===== config.mk =====
export PLATFORM = sky130hd
export DESIGN_NAME = spi_bus_arbiter
export DESIGN_NICKNAME = d
export VERILOG_FILES = /design/src/rtl/spi_arb_pkg.sv /design/src/rtl/spi_bus_arbiter_rr_picker.sv /design/src/rtl/spi_bus_arbiter.sv
export SDC_FILE = /design/constraint.sdc
export NUM_CORES = 1
export LEC_CHECK = 0
export CORE_ASPECT_RATIO = 1.25
export CORE_MARGIN = 3
export CORE_UTILIZATION = 30
export DETAILED_ROUTE_END_ITERATION = 10
export GPL_TIMING_DRIVEN = 0
export HOLD_SLACK_MARGIN = 0.03
export PLACE_DENSITY_LB_ADDON = 0.25
export SYNTH_ARGS = -nofsm -noshare
export SYNTH_HDL_FRONTEND = slang
export SYNTH_SLANG_ARGS = --single-unit

===== constraint.sdc =====
create_clock -name i_clk -period 2.9 [get_ports i_clk]
set_clock_uncertainty 0.1 [all_clocks]
set_input_delay 0.435 -clock i_clk [delete_from_list [all_inputs] [get_ports i_clk]]
set_output_delay 0.435 -clock i_clk [all_outputs]
set_load 0.1 [all_outputs]

===== src/rtl/spi_arb_pkg.sv =====
// Shared types and constants for the SPI display bus arbiter.
package spi_arb_pkg;

  // Arbiter FSM states.
  typedef enum logic [1:0] {
    IDLE  = 2'd0,
    START = 2'd1,
    RUN   = 2'd2,
    GUARD = 2'd3
  } arb_state_e;

  // Pin levels while nobody owns the bus.
  localparam logic CS_IDLE   = 1'b1;
  localparam logic MOSI_IDLE = 1'b0;
  localparam logic DC_IDLE   = 1'b0;

  // Counter width able to hold max_val; a zero max still gets one bit.
  function automatic int cnt_width(input int max_val);
    return (max_val > 0) ? $clog2(max_val + 1) : 1;
  endfunction

endpackage


===== src/rtl/spi_bus_arbiter_rr_picker.sv =====
// Round-robin picker: first set pending bit searching upward from ptr+1,
// wrapping at N. Purely combinational.
module rr_picker #(
  parameter int N = 4,
  localparam int IW = $clog2(N)
) (
  input  logic [N-1:0]  pending,
  input  logic [IW-1:0] ptr,
  output logic [N-1:0]  grant,
  output logic [IW-1:0] index
);

  logic          found;
  logic [IW-1:0] cand;

  // Walk offsets 1..N from ptr so ptr itself is considered last.
  always_comb begin
    grant = '0;
    index = '0;
    found = 1'b0;
    cand  = '0;
    for (int off = 1; off <= N; off++) begin
      cand = IW'((int'(ptr) + off) % N);
      if (!found && pending[cand]) begin
        found       = 1'b1;
        grant[cand] = 1'b1;
        index       = cand;
      end
    end
  end

endmodule


===== src/rtl/spi_bus_arbiter.sv =====
// Shares one SPI display bus between N drawing engines. Requests are
// latched into a pending vector, granted round-robin, the winner gets a
// one-cycle start pulse and owns the pins until its done pulse (or the
// watchdog), after which the bus is held idle for GAP cycles.
//
// Handshake: i_req[k] is a level/pulse, any high cycle queues engine k.
// o_start[k] is a single-cycle pulse issued once per grant. The engine
// drives i_mosi/i_dc/i_cs[k] from the next cycle and ends ownership with a
// single-cycle i_done[k]; done from an engine that is not the owner is
// ignored. There is no back-pressure on any of these signals.
module spi_bus_arbiter
  import spi_arb_pkg::*;
#(
  parameter int N       = 4,
  parameter int GAP     = 4,
  parameter int TIMEOUT = 1_000_000
) (
  input  logic         i_clk,
  input  logic         i_rst,
  input  logic [N-1:0] i_req,
  output logic [N-1:0] o_start,
  input  logic [N-1:0] i_done,
  input  logic [N-1:0] i_mosi,
  input  logic [N-1:0] i_dc,
  input  logic [N-1:0] i_cs,
  output logic         o_mosi,
  output logic         o_dc,
  output logic         o_cs,
  output logic [N-1:0] o_grant,
  output logic         o_busy,
  output logic         o_done,
  output logic         o_timeout,
  output arb_state_e   o_state
);

  localparam int IW    = $clog2(N);
  localparam int GAP_W = cnt_width(GAP);
  localparam int RUN_W = cnt_width(TIMEOUT);

  arb_state_e       state, state_next;
  logic [N-1:0]     pending;
  logic [N-1:0]     clr_mask;
  logic [N-1:0]     grant_q;
  logic [IW-1:0]    ptr;
  logic [GAP_W-1:0] gap_cnt;
  logic [RUN_W-1:0] run_cnt;
  logic [RUN_W-1:0] run_cnt_next;
  logic [N-1:0]     pick_grant;
  logic [IW-1:0]    pick_idx;
  logic             done_g;
  logic             wd_hit;
  logic             done_pulse;
  logic             timeout_pulse;

  rr_picker #(.N(N)) u_picker (
    .pending (pending),
    .ptr     (ptr),
    .grant   (pick_grant),
    .index   (pick_idx)
  );

  // Owner's done only; anything else on i_done is noise.
  assign done_g = |(i_done & grant_q);

  // Saturating RUN-cycle count including the current cycle.
  assign run_cnt_next = (run_cnt == RUN_W'(TIMEOUT)) ? run_cnt : run_cnt + RUN_W'(1);
  assign wd_hit       = (TIMEOUT != 0) && (run_cnt_next == RUN_W'(TIMEOUT));

  // Pending bits of the owner are only retired in START.
  assign clr_mask = (state == START) ? grant_q : '0;

  // State register.
  always_ff @(posedge i_clk or negedge i_rst) begin
    if (!i_rst) state <= IDLE;
    else        state <= state_next;
  end

  // Request latch: a new request on the clearing edge wins and stays queued.
  always_ff @(posedge i_clk or negedge i_rst) begin
    if (!i_rst) pending <= '0;
    else        pending <= (pending & ~clr_mask) | i_req;
  end

  // Grant and round-robin pointer, captured when leaving IDLE. ptr doubles
  // as the owner index for the bus mux.
  always_ff @(posedge i_clk or negedge i_rst) begin
    if (!i_rst) begin
      grant_q <= '0;
      ptr     <= IW'(N - 1);
    end else if (state == IDLE && pending != '0) begin
      grant_q <= pick_grant;
      ptr     <= pick_idx;
    end
  end

  // Guard-gap counter: cleared on entry to GUARD, saturates at GAP.
  always_ff @(posedge i_clk or negedge i_rst) begin
    if (!i_rst) begin
      gap_cnt <= '0;
    end else if (state != GUARD && state_next == GUARD) begin
      gap_cnt <= '0;
    end else if (state == GUARD && gap_cnt != GAP_W'(GAP)) begin
      gap_cnt <= gap_cnt + GAP_W'(1);
    end
  end

  // Watchdog counter: cleared on entry to RUN, saturates at TIMEOUT.
  always_ff @(posedge i_clk or negedge i_rst) begin
    if (!i_rst)              run_cnt <= '0;
    else if (state == START) run_cnt <= '0;
    else if (state == RUN)   run_cnt <= run_cnt_next;
  end

  // Next-state logic with the two single-cycle status pulses.
  always_comb begin
    state_next    = state;
    done_pulse    = 1'b0;
    timeout_pulse = 1'b0;
    unique case (state)
      IDLE: begin
        if (pending != '0) state_next = START;
      end
      START: begin
        state_next = RUN;
      end
      RUN: begin
        if (done_g) begin
          state_next = GUARD;
        end else if (wd_hit) begin
          state_next    = GUARD;
          timeout_pulse = 1'b1;
        end
      end
      GUARD: begin
        if (gap_cnt == GAP_W'(GAP - 1)) begin
          state_next = IDLE;
          done_pulse = (pending == '0);
        end
      end
      default: state_next = IDLE;
    endcase
  end

  // Pin mux: owner's lines straight through in RUN, idle levels otherwise.
  always_comb begin
    o_mosi = MOSI_IDLE;
    o_dc   = DC_IDLE;
    o_cs   = CS_IDLE;
    if (state == RUN) begin
      o_mosi = i_mosi[ptr];
      o_dc   = i_dc[ptr];
      o_cs   = i_cs[ptr];
    end
  end

  assign o_start   = (state == START) ? grant_q : '0;
  assign o_grant   = (state != IDLE) ? grant_q : '0;
  assign o_busy    = (state != IDLE);
  assign o_done    = done_pulse;
  assign o_timeout = timeout_pulse;
  assign o_state   = state;

endmodule


# After elaboration in Yosys (flattened, before gate mapping)

Cells that the tools add are included.

Output and inout port bits: 16
Register bits after elaboration: 35
Word-level logic and storage cells: 110

Reductions and logical operators: 20
Eq/ne operators: 9
Add/sub/neg operators: 6
Bitwise logic cells: 7
Magnitude comparators: 9
Multiplexer cells: 53

Operators by type and width:

| kind                                                              | number |
|---|---|
| 2-to-1 mux 20 bit                                                 | 3 |
| equality test 20 bit, second input constant                       | 2 |
| 2-to-1 mux 4 bit                                                  | 6 |
| 2-to-1 mux 1 bit                                                  | 22 |
| adder 20 x 1 -> 20 bit, second input constant                     | 1 |
| 2-to-1 mux 2 bit                                                  | 8 |
| bitwise OR 4 bit                                                  | 4 |
| < comparator 2 x 3 -> 1 bit, second input constant                | 5 |
| binary-select mux 1 bit (select 2 bit)                            | 7 |
| logical AND 1 bit                                                 | 10 |
| bitwise AND 4 bit                                                 | 2 |
| demux 1 bit (select 2 bit)                                        | 4 |
| greater-or-equal comparator 2 x 1 -> 1 bit, second input constant | 4 |
| one-hot mux 2 bit (4 select lines)                                | 1 |
| equality test 2 bit, second input constant                        | 3 |
| 2-to-1 mux 3 bit                                                  | 2 |
| nonzero test 2 bit                                                | 3 |
| adder 2 x 1 -> 2 bit, second input constant                       | 2 |
| adder 2 bit, second input constant                                | 2 |
| zero test 4 bit                                                   | 1 |
| NOT 4 bit                                                         | 1 |
| nonzero test 4 bit                                                | 1 |
| OR reduction 4 bit                                                | 1 |
| adder 3 x 1 -> 3 bit, second input constant                       | 1 |
| other kinds (6)                                                   | 8 |

# Longest topological paths before layout

Depth after elaboration: 13
Gate-level depth with buffers: 9

# By module

From an unflattened synthesis, not the netlist that was laid out.

Cell total of the unflattened synthesis: 352
Area total of the unflattened synthesis: 2956.6 um2

By module, submodules not included:

| module          | cells each | area an instance (um2) | instances |
|---|---|---|---|
| spi_bus_arbiter | 284        | 2411.1                 | 1 |
| rr_picker       | 68         | 545.5                  | 1 |

# Worst setup path after synthesis

No wires, ideal clock.

Kind: flip-flop to output port
From: register state[1], in the netlist o_state[1]
To: output o_timeout
Cell stages (with the launch flop): 8
Path buffers: 0
Setup slack: -1582 ps
Arrival: 3947 ps
Cells stage by stage: dfrtp_1 > ha_1 > nand3_1 > a2111o_1 > nor2_1 > nand3_1 > or3_1 > nor4_2

Longest elaborated chain between the ends: 2

RTL lines:

| what                   | RTL line               | source |
|---|---|---|
| from (decl)            | spi_bus_arbiter.sv:40  | `arb_state_e state, state_next;` |
| from (signal assigned) | spi_bus_arbiter.sv:75  | `else state <= state_next;` |
| equality test 2 bit    | spi_bus_arbiter.sv:119 | `unique case (state)` |
| 2-to-1 mux 1 bit       | spi_bus_arbiter.sv:119 |  |
| to (decl)              | spi_bus_arbiter.sv:32  | `output logic o_timeout,` |

Every way passes these cells.

# Worst setup path after layout

From: register run_cnt[6]
To: output o_timeout

Longest elaborated chain between the ends: 6

RTL lines:

| what                                                           | RTL line               | source |
|---|---|---|
| from (decl)                                                    | spi_bus_arbiter.sv:46  | `logic [RUN_W-1:0] run_cnt;` |
| from (signal assigned)                                         | spi_bus_arbiter.sv:111 | `else if (state == RUN) run_cnt <= run_cnt_next;` |
| adder 20 x 1 -> 20 bit or equality test 20 bit (tied branches) | spi_bus_arbiter.sv:66  | `assign run_cnt_next = (run_cnt == RUN_W'(TIMEOUT)) ? run_cnt : run_cnt + RUN_W'(1);` |
| 2-to-1 mux 20 bit (*)                                          | spi_bus_arbiter.sv:66  |  |
| equality test 20 bit (*)                                       | spi_bus_arbiter.sv:67  | `assign wd_hit = (TIMEOUT != 0) && (run_cnt_next == RUN_W'(TIMEOUT));` |
| 2-to-1 mux 1 bit (*)                                           | spi_bus_arbiter.sv:129 | `end else if (wd_hit) begin` |
| 2-to-1 mux 1 bit (*)                                           | spi_bus_arbiter.sv:127 | `if (done_g) begin` |
| 2-to-1 mux 1 bit (*)                                           | spi_bus_arbiter.sv:119 |  |

Every way passes the cells marked *; elsewhere a longest branch is shown, timed or not.

==> results.py <==
metrics = {
    "outcome": {
        "outcome": "finished, violations left",
        "failed_checks": "negative setup slack",
    },
    "synthesis": {
        "ys_types": 56,
        "yosys_most_used_dff": "dfrtp_1",
        "synth.area.mux_share_pct": 4.892,
        "synth_compound_area_share_pct": 21.95,
        "netlist_instances": 352,
        "synth-simple-area-share_pct": 25.48,
        "synthAdderAreaFrac_pct": 7.656,
        "synthArstFlopShare_pct": 100.0,
        "synth_xor_area_share_pct": 1.489,
        "syn_avg_cell_area_um2": 8.357,
        "synth_area_mm2": 0.002942,
        "synth_top_family_by_area": "simple AND/OR/NAND/NOR gates",
        "yosysWarningCount": 0,
        "seq_area_frac_synth_pct": 29.86,
        "syn-num-nets": 392,
        "ys_seq_elements": 35,
        "synth_enable_flop_cells": 0,
    },
    "global_routing": {
        "grt_use_met3_pct": 2.448,
        "gr-total-overflow": 0,
        "grt_first_pass_wirelength_mm": 13.38,
        "top_usage_layer": "met2",
        "grt_max_degree": 36,
        "track_usage_pct": 15.10,
        "grt_pass1_vias": 2730,
        "grt_use_met2_pct": 26.89,
        "met1_usage_pct": 19.10,
        "grt_antenna_before_repair": 0,
    },
    "timing": {
        "period_share_pct": 108.8,
        "rsz0062_at_grt": "yes",
        "fmax_mhz": 316.9,
        "setup_violations": 1,
        "hold_viol_final": 0,
        "fin_ws_ns": -0.2552,
        "slew_viol_final": 0,
        "worst_pin_slew_ns": 0.9679,
        "slew_headroom_pct": 35.27,
        "finalCriticalPeriod_ns": 3.155,
    },
    "finish": {
        "final_common_cell": "inv_1",
        "final_util_pct": 40.96,
        "multi_input_area_mm2": 0.001924,
        "syn_to_final_growth_pct": 30.46,
        "final_cell_mix": "inv_1, dfrtp_1, a21oi_1",
        "antenna_cells": 0,
        "drive_gt1_share_pct": 20.78,
        "final_nets": 448,
        "stdcell_count": 532,
        "stdcell_area_mm2": 0.003837,
        "regArea_um2": 889.6,
        "n_fill_cell": 962,
    },
    "worst_setup_path": {
        "crit_path_top_delay_cell": "dfrtp_1",
        "cp_cell_sequence": "nand4_1, buf_4, or4_4, a211oi_4, nor2_2, or3_4, nor4_4, buf_6",
        "start_kind": "flop",
        "critPathKind": "reg -> out",
        "path_max_fanout": 7,
        "critPathArrivalTime_ns": 2.62,
        "slowest_delay_ns": 0.45,
        "required_ns": 2.37,
        "end_kind": "output port",
    },
    "clocking": {
        "ctsHoldBuffers": 0,
        "clk_pin_slew_worst_paths_ns": 0.06,
        "cts-buffers-inserted": 5,
        "clockRootBuffer": "clkbuf_16",
        "htreeDepth": 2,
        "cts_tree": "built",
        "clk_path_buf_depth": 2,
        "clk_latency_ns": 0.28,
        "cts.sinks": 35,
    },
    "floorplan": {
        "fp.dieW_um": 94.57,
        "row_count": 39,
        "ioPinCount": 38,
        "die_area_mm2": 0.01104,
        "floorplan.initialDensity_pct": 31.40,
        "core_mm2": 0.009369,
        "fp.dieH_um": 116.7,
    },
    "pwr": {
        "p_leak_nw": 1.520,
        "p_per_area_mw_per_mm2": 957.2,
        "irDropWorstVdd_mv": 0.5328,
        "p_total_w": 0.003673,
    },
    "drt": {
        "drt_pass1_iterations": 4,
        "drt_iter0_drc": 154,
        "drc_errors": 0,
        "vias_per_cell": 5.273,
        "vias": 2805,
        "antenna_left": 0,
        "route.detailed.wl_per_inst_um": 14.94,
        "finalWirelength_mm": 7.950,
    },
    "place": {
        "place_inst": 512,
        "io_buffers": 37,
        "gp_congestion": 0.9018,
        "dp_hpwl_mm": 5.872,
        "place_area_mm2": 0.003512,
    },
    "min_path": {
        "min_path_type": "in -> async",
    },
    "run": {
        "max_cap_viol_count": 0,
    },
}
==> per-stage QoR <==
| step | setup TNS (ns) | worst slack [ns] | hold slack [ns] |
|---|---|---|---|
| floorplan | -0.5471 | -0.5471 | 0.03941 |
| global placement | -4.193 | -1.091 | 0.4269 |
| global route | -0.3230 | -0.3230 | 0.2189 |
| finish | -0.2552 | -0.2552 | 0.1360 |
| detailed placement | -4.434 | -1.085 | 0.4430 |
| CTS | -0.2522 | -0.2369 | 0.1885 |
==> power breakdown <==
group | internal, W | switching [W]
registers | 0.000646 | 0.000180
clock network | 0.000317 | 0.000222
logic | 0.000826 | 0.00148
==> registers in the layout (all words and copies together), names as in the netlist <==
register / flops
run_cnt: 20
grant_q: 4
pending: 4
gap_cnt: 3
o_state: 2
ptr: 2
==> synthesized netlist by cell type (6+ instances only) <==
cell type | number | area share [%]
o22ai_1 | 19 | 4.0
nand2_1 | 26 | 3.3
nor2_1 | 23 | 2.9
nor2b_1 | 7 | 1.5
a21o_1 | 6 | 1.5
o21ai_0 | 15 | 2.6
a21oi_1 | 27 | 4.6
ha_1 | 18 | 7.7
nand4_1 | 9 | 1.9
inv_1 | 34 | 4.3
dfrtp_1 | 33 | 28
clkbuf_1 | 16 | 2.0
nand3_1 | 9 | 1.5
nor4_1 | 10 | 2.1
nor3_1 | 9 | 1.5
nor3b_1 | 11 | 2.8
==> final timing paths <==
kind / startpoint / to / slack [ns] / depth (start not counted)
max: run_cnt[6]$_DFFE_PN0P_ / o_timeout / -0.26 / 8
min: i_rst / run_cnt[5]$_DFFE_PN0P_ / 0.14 / 1
max reg2reg: run_cnt[6]$_DFFE_PN0P_ / gap_cnt[1]$_DFFE_PN0P_ / 0.19 / 12
min reg2reg: grant_q[3]$_DFFE_PN0P_ / grant_q[3]$_DFFE_PN0P_ / 0.45 / 2
max in group asynchronous: i_rst / o_state[1]$_DFF_PN0_ / 1.97 / 1
min in group i_clk: grant_q[3]$_DFFE_PN0P_ / grant_q[3]$_DFFE_PN0P_ / 0.45 / 2
==> routing by layer <==
layer | part of all wire (%) | wire length, um
met5 | 0 | 0
met4 | 1.3 | 101
met3 | 2.7 | 212
met2 | 51 | 4090
met1 | 45 | 3547
==> logic make-up after synthesis <==
logic type	after synthesis
buffers and inverters	56
AOI/OAI and AO/OA	98
and+or+nand+nor	132
muxes	8
adders and majority gates	18
xor gates and xnor gates	5
DFF	35
==> critical path: cells and delay by family, from the launching register on <==
family | cells | cell delay [ns]
AO/OA/AOI/OAI | 1 | 0.24
flip-flops | 1 | 0.45
AND/OR/NAND/NOR | 5 | 1.19
buffers and inverters | 2 | 0.45
==> area by class of cell <==
class / count / area share, %
multi-input cells: 261 / 50.15
flip-flops and latches: 35 / 23.18
repair buffers: 52 / 12.29
well taps: 123 / 4.010
inverters: 34 / 3.391
clock buffers: 5 / 3.261
plain buffers: 19 / 3.195
clock inverters: 3 / 0.5217
==> repair_timing <==
item,4_1_cts,5_1_grt
buffers inserted,17,2
endpoints found under the setup margin,19,13
hold endpoints to repair,0,0
gates resized for setup,68,5
pin swaps,11,4
Note: power is estimated with default switching activity, not from simulation.
